### config.mk
export PLATFORM = sky130hd
export DESIGN_NAME = multicycle_control_fsm_flat
export DESIGN_NICKNAME = d
export VERILOG_FILES = /design/src/rtl/multicycle_control_fsm_if.sv /design/src/rtl/multicycle_control_fsm.sv /design/src/flat_wrapper.sv
export SDC_FILE = /design/constraint.sdc
export NUM_CORES = 1
export LEC_CHECK = 0
export BUFFER_PORTS_ARGS = -buffer_cell sky130_fd_sc_hd__clkbuf_2
export CAP_MARGIN = 5
export CORE_MARGIN = 2
export CORE_UTILIZATION = 44
export CTS_BUF_LIST = sky130_fd_sc_hd__clkbuf_2 sky130_fd_sc_hd__clkbuf_4 sky130_fd_sc_hd__clkbuf_8
export DETAILED_ROUTE_END_ITERATION = 16
export PLACE_DENSITY = 0.71
export SETUP_SLACK_MARGIN = 0.3
export SLEW_MARGIN = 20
export SYNTH_ARGS = -nofsm -noshare
export SYNTH_HDL_FRONTEND = slang
export SYNTH_SLANG_ARGS = --single-unit
### constraint.sdc
create_clock -name clk -period 2.4 [get_ports clk]
set_input_delay 0.24 -clock clk [delete_from_list [all_inputs] [get_ports clk]]
set_output_delay 0.24 -clock clk [all_outputs]
set_load 0.1 [all_outputs]
### src/rtl/multicycle_control_fsm_if.sv
// Control-unit bundle between the multicycle FSM and the RV32I datapath.
// The master side is the FSM: it takes the instruction and zero flag and drives every control output.
interface multicycle_control_fsm_if #(
  parameter int CNT_W = 32
);
  logic [31:0]      instr;
  logic             zero;
  logic [3:0]       state;
  logic             regiwrite;
  logic             memtoreg;
  logic             memread;
  logic             memwrite;
  logic             irwrite;
  logic             pcwrite;
  logic             alusrc;
  logic [1:0]       aluop;
  logic             halted;
  logic [CNT_W-1:0] retired;

  modport master (
    input  instr, zero,
    output state, regiwrite, memtoreg, memread, memwrite, irwrite,
           pcwrite, alusrc, aluop, halted, retired
  );

  modport slave (
    output instr, zero,
    input  state, regiwrite, memtoreg, memread, memwrite, irwrite,
           pcwrite, alusrc, aluop, halted, retired
  );
endinterface

### src/rtl/multicycle_control_fsm.sv
// Multicycle RV32I control FSM: sequences fetch/decode/execute/writeback,
// halts on an illegal opcode and counts retired instructions.
module multicycle_control_fsm #(
  parameter int CNT_W = 32
) (
  input  logic                     clk,
  input  logic                     reset,
  multicycle_control_fsm_if.master bus
);

  typedef enum logic [3:0] {
    FETCH    = 4'b0000,
    DECODE   = 4'b0001,
    MEMADR   = 4'b0010,
    MEMREAD  = 4'b0011,
    MEMWRITE = 4'b0100,
    EXECUTE  = 4'b0101,
    ALUWB    = 4'b0110,
    MEMWB    = 4'b0111,
    BRANCH   = 4'b1000,
    HALT     = 4'b1111
  } state_e;

  localparam logic [6:0] OP_LW  = 7'b0000011;
  localparam logic [6:0] OP_SW  = 7'b0100011;
  localparam logic [6:0] OP_R   = 7'b0110011;
  localparam logic [6:0] OP_I   = 7'b0010011;
  localparam logic [6:0] OP_BEQ = 7'b1100011;

  state_e           state_q, state_d;
  logic [6:0]       opcode_q, opcode_d;
  logic             halted_q, halted_d;
  logic [CNT_W-1:0] retired_q, retired_d;

  logic regiwrite_raw, memread_raw, memwrite_raw, pcwrite_raw;
  logic memtoreg_d, irwrite_d, alusrc_d;
  logic [1:0] aluop_d;

  // NOTE: sequential state uses non-blocking assignments so every register
  // samples the pre-edge values of the others, regardless of statement order.
  always_ff @(posedge clk) begin
    if (reset) begin
      state_q   <= FETCH;
      opcode_q  <= '0;
      halted_q  <= 1'b0;
      retired_q <= '0;
    end else begin
      state_q   <= state_d;
      opcode_q  <= opcode_d;
      halted_q  <= halted_d;
      retired_q <= retired_d;
    end
  end

  // NOTE: every output of this block gets a default first; any path that
  // skipped an assignment would otherwise infer a latch.
  always_comb begin
    state_d       = FETCH;
    opcode_d      = opcode_q;
    halted_d      = halted_q;
    retired_d     = retired_q;
    regiwrite_raw = 1'b0;
    memread_raw   = 1'b0;
    memwrite_raw  = 1'b0;
    pcwrite_raw   = 1'b0;
    memtoreg_d    = 1'b0;
    irwrite_d     = 1'b0;
    alusrc_d      = 1'b0;
    aluop_d       = 2'b00;

    unique case (state_q)
      FETCH: begin
        irwrite_d   = 1'b1;
        pcwrite_raw = 1'b1;
        opcode_d    = bus.instr[6:0];
        state_d     = DECODE;
      end
      DECODE: begin
        if (opcode_q == OP_LW || opcode_q == OP_SW) begin
          state_d = MEMADR;
        end else if (opcode_q == OP_R || opcode_q == OP_I) begin
          state_d = EXECUTE;
        end else if (opcode_q == OP_BEQ) begin
          state_d = BRANCH;
        end else begin
          state_d  = HALT;
          halted_d = 1'b1;
        end
      end
      MEMADR: begin
        alusrc_d = 1'b1;
        aluop_d  = 2'b00;
        state_d  = (opcode_q == OP_SW) ? MEMWRITE : MEMREAD;
      end
      MEMREAD: begin
        memread_raw = 1'b1;
        state_d     = MEMWB;
      end
      MEMWB: begin
        regiwrite_raw = 1'b1;
        memtoreg_d    = 1'b1;
        memread_raw   = 1'b1;
        retired_d     = retired_q + CNT_W'(1);
      end
      MEMWRITE: begin
        memwrite_raw = 1'b1;
        retired_d    = retired_q + CNT_W'(1);
      end
      EXECUTE: begin
        alusrc_d = (opcode_q != OP_R);
        aluop_d  = (opcode_q == OP_R) ? 2'b10 : 2'b11;
        state_d  = ALUWB;
      end
      ALUWB: begin
        // Operand select and op stay as in EXECUTE so the result is stable while written.
        regiwrite_raw = 1'b1;
        alusrc_d      = (opcode_q != OP_R);
        aluop_d       = (opcode_q == OP_R) ? 2'b10 : 2'b11;
        retired_d     = retired_q + CNT_W'(1);
      end
      BRANCH: begin
        aluop_d     = 2'b01;
        pcwrite_raw = bus.zero;
        retired_d   = retired_q + CNT_W'(1);
      end
      HALT: begin
        state_d = HALT;
      end
      default: state_d = FETCH;
    endcase
  end

  // Write-type strobes are gated by reset so a reset landing mid-writeback is harmless.
  assign bus.regiwrite = regiwrite_raw & ~reset;
  assign bus.memread   = memread_raw   & ~reset;
  assign bus.memwrite  = memwrite_raw  & ~reset;
  assign bus.pcwrite   = pcwrite_raw   & ~reset;
  assign bus.memtoreg  = memtoreg_d;
  assign bus.irwrite   = irwrite_d;
  assign bus.alusrc    = alusrc_d;
  assign bus.aluop     = aluop_d;
  assign bus.state     = state_q;
  assign bus.halted    = halted_q;
  assign bus.retired   = retired_q;

endmodule

### src/flat_wrapper.sv
// flat-port wrapper written by rule: the top's interface ports become plain ports
module multicycle_control_fsm_flat 
#(
  parameter int CNT_W = 32
)
  (clk, reset, bus_instr, bus_zero, bus_state, bus_regiwrite, bus_memtoreg, bus_memread, bus_memwrite, bus_irwrite, bus_pcwrite, bus_alusrc, bus_aluop, bus_halted, bus_retired);
  multicycle_control_fsm_if #(.CNT_W(CNT_W)) bus_i ();
  input  logic clk;
  input  logic reset;
  input wire logic [$bits(bus_i.instr)-1:0] bus_instr;
  input wire logic [$bits(bus_i.zero)-1:0] bus_zero;
  output wire logic [$bits(bus_i.state)-1:0] bus_state;
  output wire logic [$bits(bus_i.regiwrite)-1:0] bus_regiwrite;
  output wire logic [$bits(bus_i.memtoreg)-1:0] bus_memtoreg;
  output wire logic [$bits(bus_i.memread)-1:0] bus_memread;
  output wire logic [$bits(bus_i.memwrite)-1:0] bus_memwrite;
  output wire logic [$bits(bus_i.irwrite)-1:0] bus_irwrite;
  output wire logic [$bits(bus_i.pcwrite)-1:0] bus_pcwrite;
  output wire logic [$bits(bus_i.alusrc)-1:0] bus_alusrc;
  output wire logic [$bits(bus_i.aluop)-1:0] bus_aluop;
  output wire logic [$bits(bus_i.halted)-1:0] bus_halted;
  output wire logic [$bits(bus_i.retired)-1:0] bus_retired;
  assign bus_i.instr = bus_instr;
  assign bus_i.zero = bus_zero;
  assign bus_state = bus_i.state;
  assign bus_regiwrite = bus_i.regiwrite;
  assign bus_memtoreg = bus_i.memtoreg;
  assign bus_memread = bus_i.memread;
  assign bus_memwrite = bus_i.memwrite;
  assign bus_irwrite = bus_i.irwrite;
  assign bus_pcwrite = bus_i.pcwrite;
  assign bus_alusrc = bus_i.alusrc;
  assign bus_aluop = bus_i.aluop;
  assign bus_halted = bus_i.halted;
  assign bus_retired = bus_i.retired;
  multicycle_control_fsm #(.CNT_W(CNT_W)) u_core (.clk(clk), .reset(reset), .bus(bus_i));
endmodule
==> results by group <==
Clock tree
  • Cts bufs inserted: 5
  • CTS tree: built
  • Clk root buf: clkbuf_8
  • H-tree Lvls: 2
  • Clock sink total: 44
  • Clk_lat worst skew: roughly 0.30 ns
  • Worst-path clk slew: 0.08 ns
  • Clock Tree Buf Depth: 2

Status
  • Status: finished clean

Layout
  • Commonest non-fill, non-tap cell in the layout: clkbuf_2
  • Layout cell share with drive strength beyond 1: between 30% and 40%
  • Area Growth Syn to Fin: 31.56%
  • Layout Cells excl Fill: around 380
  • Ant diodes: 0
  • Most frequent cells in the layout: clkbuf_2 (52), nor2_1 (42), dfxtp_2 (28)
  • Final #Nets: about 350
  • Final core occ: 60.66%

Place
  • I/O Buffers: 55
  • Dpl cells: approximately 370
  • Final RePlAce weighted congestion: 0.8395
  • DP HPWL: 3506 um

Timing
  • Min cycle time layout: between 2 and 2.5 ns
  • Fin crit share: 84.58%
  • Final setup TNS: 0 ns
  • Slew Limit Headroom: 59.70%
  • Final Skew: just under 0.007 ns
  • Final Hold Viols: 0
  • Final Setup Violations: 0
  • Max Freq: 492.6 MHz
  • RSZ-0062 raised after global routing: no
  • Worst Tran Pin Value: a little over 0.6 ns
  • Pins over their slew limit: 0

Yosys
  • Post-synth top area share: 40.18%
  • Mapped Cells: 260
  • Post-synthesis register bit count: between 40 and 50
  • Syn Area/Cell: 8.431 um2
  • Ys async rst share: 0%
  • YS warnings: 0
  • Post-Syn Nets: 296
  • Dominant synthesized flop cell: dfxtp_1
  • Main area contributors after synthesis: dfxtp_1 (40%), xor2_1 (9.6%), nor2_1 (7.5%), nand4_1 (4.9%), mux2i_1 (3.7%)
  • EDFF count, synth: 0
  • Cell taking the most area after synthesis: dfxtp_1
  • Post-Syn Area: ~2200 um2
  • Post-synthesis sequential area ratio: approximately 40%
  • Distinct cells, synth: 40

Floorplanning
  • Die X: 74.59 um
  • I/O pins: a little over 80
  • Core area: around 4800 um2
  • Die area: around 5600 um2
  • Starting density of the core: between 40% and 50%
  • Cell Rows: 25
  • Die H: 74.59 um

Worst hold path
  • Hold WC Path Type: in -> reg
  • Hold depth: 3

Job
  • MaxCap Viol Count: 0

Pwr
  • Power per Cell Area: 1089 nW/um2
  • Leakage: ~1.1 nW
  • Maximum VDD drop: approximately 0.76 mV
  • Design Power: between 3 and 4 mW

Drt
  • TritonRoute pass-1 iters: 4
  • Vias per std cell: ~5.2
  • Vias post-DR: approximately 2000
  • Remaining antenna violation count: 0
  • DR DRC count: 0
  • Routed wire length: 4894 um
  • WL per Instance: roughly 13 um
  • First DRT Iteration DRCs: between 80 and 90

Critical path
  • CP max FO: 5
  • Worst path arrival time: 1.79 ns
  • R2R cell count: 5
  • Critical Path Start Type: flip-flop
  • Critical path class: reg -> out
  • CP Capture Type: output pin
  • Data required time at the worst endpoint: approximately 2.2 ns

Global routing
  • Overflow after GRT: 0
  • Vias in the first global route: roughly 1700
  • GR Util All Layers: about 18%
  • Antenna violations before repair: 0
  • First-pass GRT wire length: 7797 um
  • Largest net degree at the start of global routing: 26
[critical path, cell delays in order (launching register included)]
cell	delay, ns
dfxtp_2	0.33
nand4bb_4	0.18
nor2_2	0.06
and3_2	0.25
o31a_1	0.32
o32ai_4	0.13
buf_12	0.21
[cell families after synthesis]
group	after synthesis	synth area share [%]
and+or+nand+nor	131	31.39
DFF	44	40.18
AOI/OAI and AO/OA	31	9.589
xor gates and xnor gates	28	11.19
buffers and inverters	17	3.425
muxes	8	3.653
adders and majority gates	1	0.5707
[per-layer routing]
layer	part of all wire [%]	up-vias	track usage (%)
met5	0	-	0
met4	1.8	0	8.135
met3	4.3	10	3.794
met2	45	49	26.65
met1	49	921	25.27
li1	-	1026	-
[cell usage after synthesis (all sizes together), types with 3 or more instances]
cell	count
dfxtp	44
nor2	44
xor2	24
nand4	17
nand3	16
a21oi	14
nand2	13
clkbuf	11
nor3	10
mux2i	8
and3	7
o21ai	6
nand2b	5
buf	4
nor2b	4
or3	4
xnor2	4
and4	3
[where the power goes]
group / switching, mW / internal (mW)
combinational: 1.07 / 0.446
clock: 0.260 / 0.341
sequential: 0.186 / 0.834
total: 1.52 / 1.62
[worst paths after layout]
kind	endpoint	slack, ns	from
min	u_core.opcode_q[1]$_SDFFE_PP0P_	0.18	bus_instr[1]
max	bus_aluop[0]	0.37	u_core.opcode_q[2]$_SDFFE_PP0P_
min reg2reg	u_core.opcode_q[2]$_SDFFE_PP0P_	0.50	u_core.opcode_q[2]$_SDFFE_PP0P_
max reg2reg	u_core.bus.retired[31]$_SDFFE_PP0P_	0.47	u_core.bus.state[3]$_SDFF_PP0_
[layout make-up]
type                            count  area [um2]
Clock inverter                      2       38.79
Tap cell                           67       83.83
Clock buffer                        6       82.58
Timing Repair Buffer               64       362.8
Sequential cell                    44       930.9
Inverter                            2       7.507
Fill cell                         456        1871
Multi-Input combinational cell    199        1378
[per-stage QoR]
stage,area [um2],hold WS (ns),setup slack (ns)
detailed placement,2706,0.4820,0.4100
global placement,2706,0.4559,0.4381
CTS,2854,0.1768,0.2111
global route,2884,0.1799,0.2879
finish,2884,0.1797,0.3700
floorplan,2404,0.3868,-0.05266
[registers in the layout (all words and copies together) (netlist names)]
register / cells
u_core.bus.state: 4
u_core.bus.retired: 32
u_core.opcode_q: 7
u_core.bus.halted: 1
[what timing repair did]
action                     CTS  global route
buffers inserted             2             0
hold buffers                 0             0
gates resized for setup      4             7
cloned                       0             0
pin swaps                    1             3
setup endpoints to repair    3             4
Power figures use the tool's default switching activity.
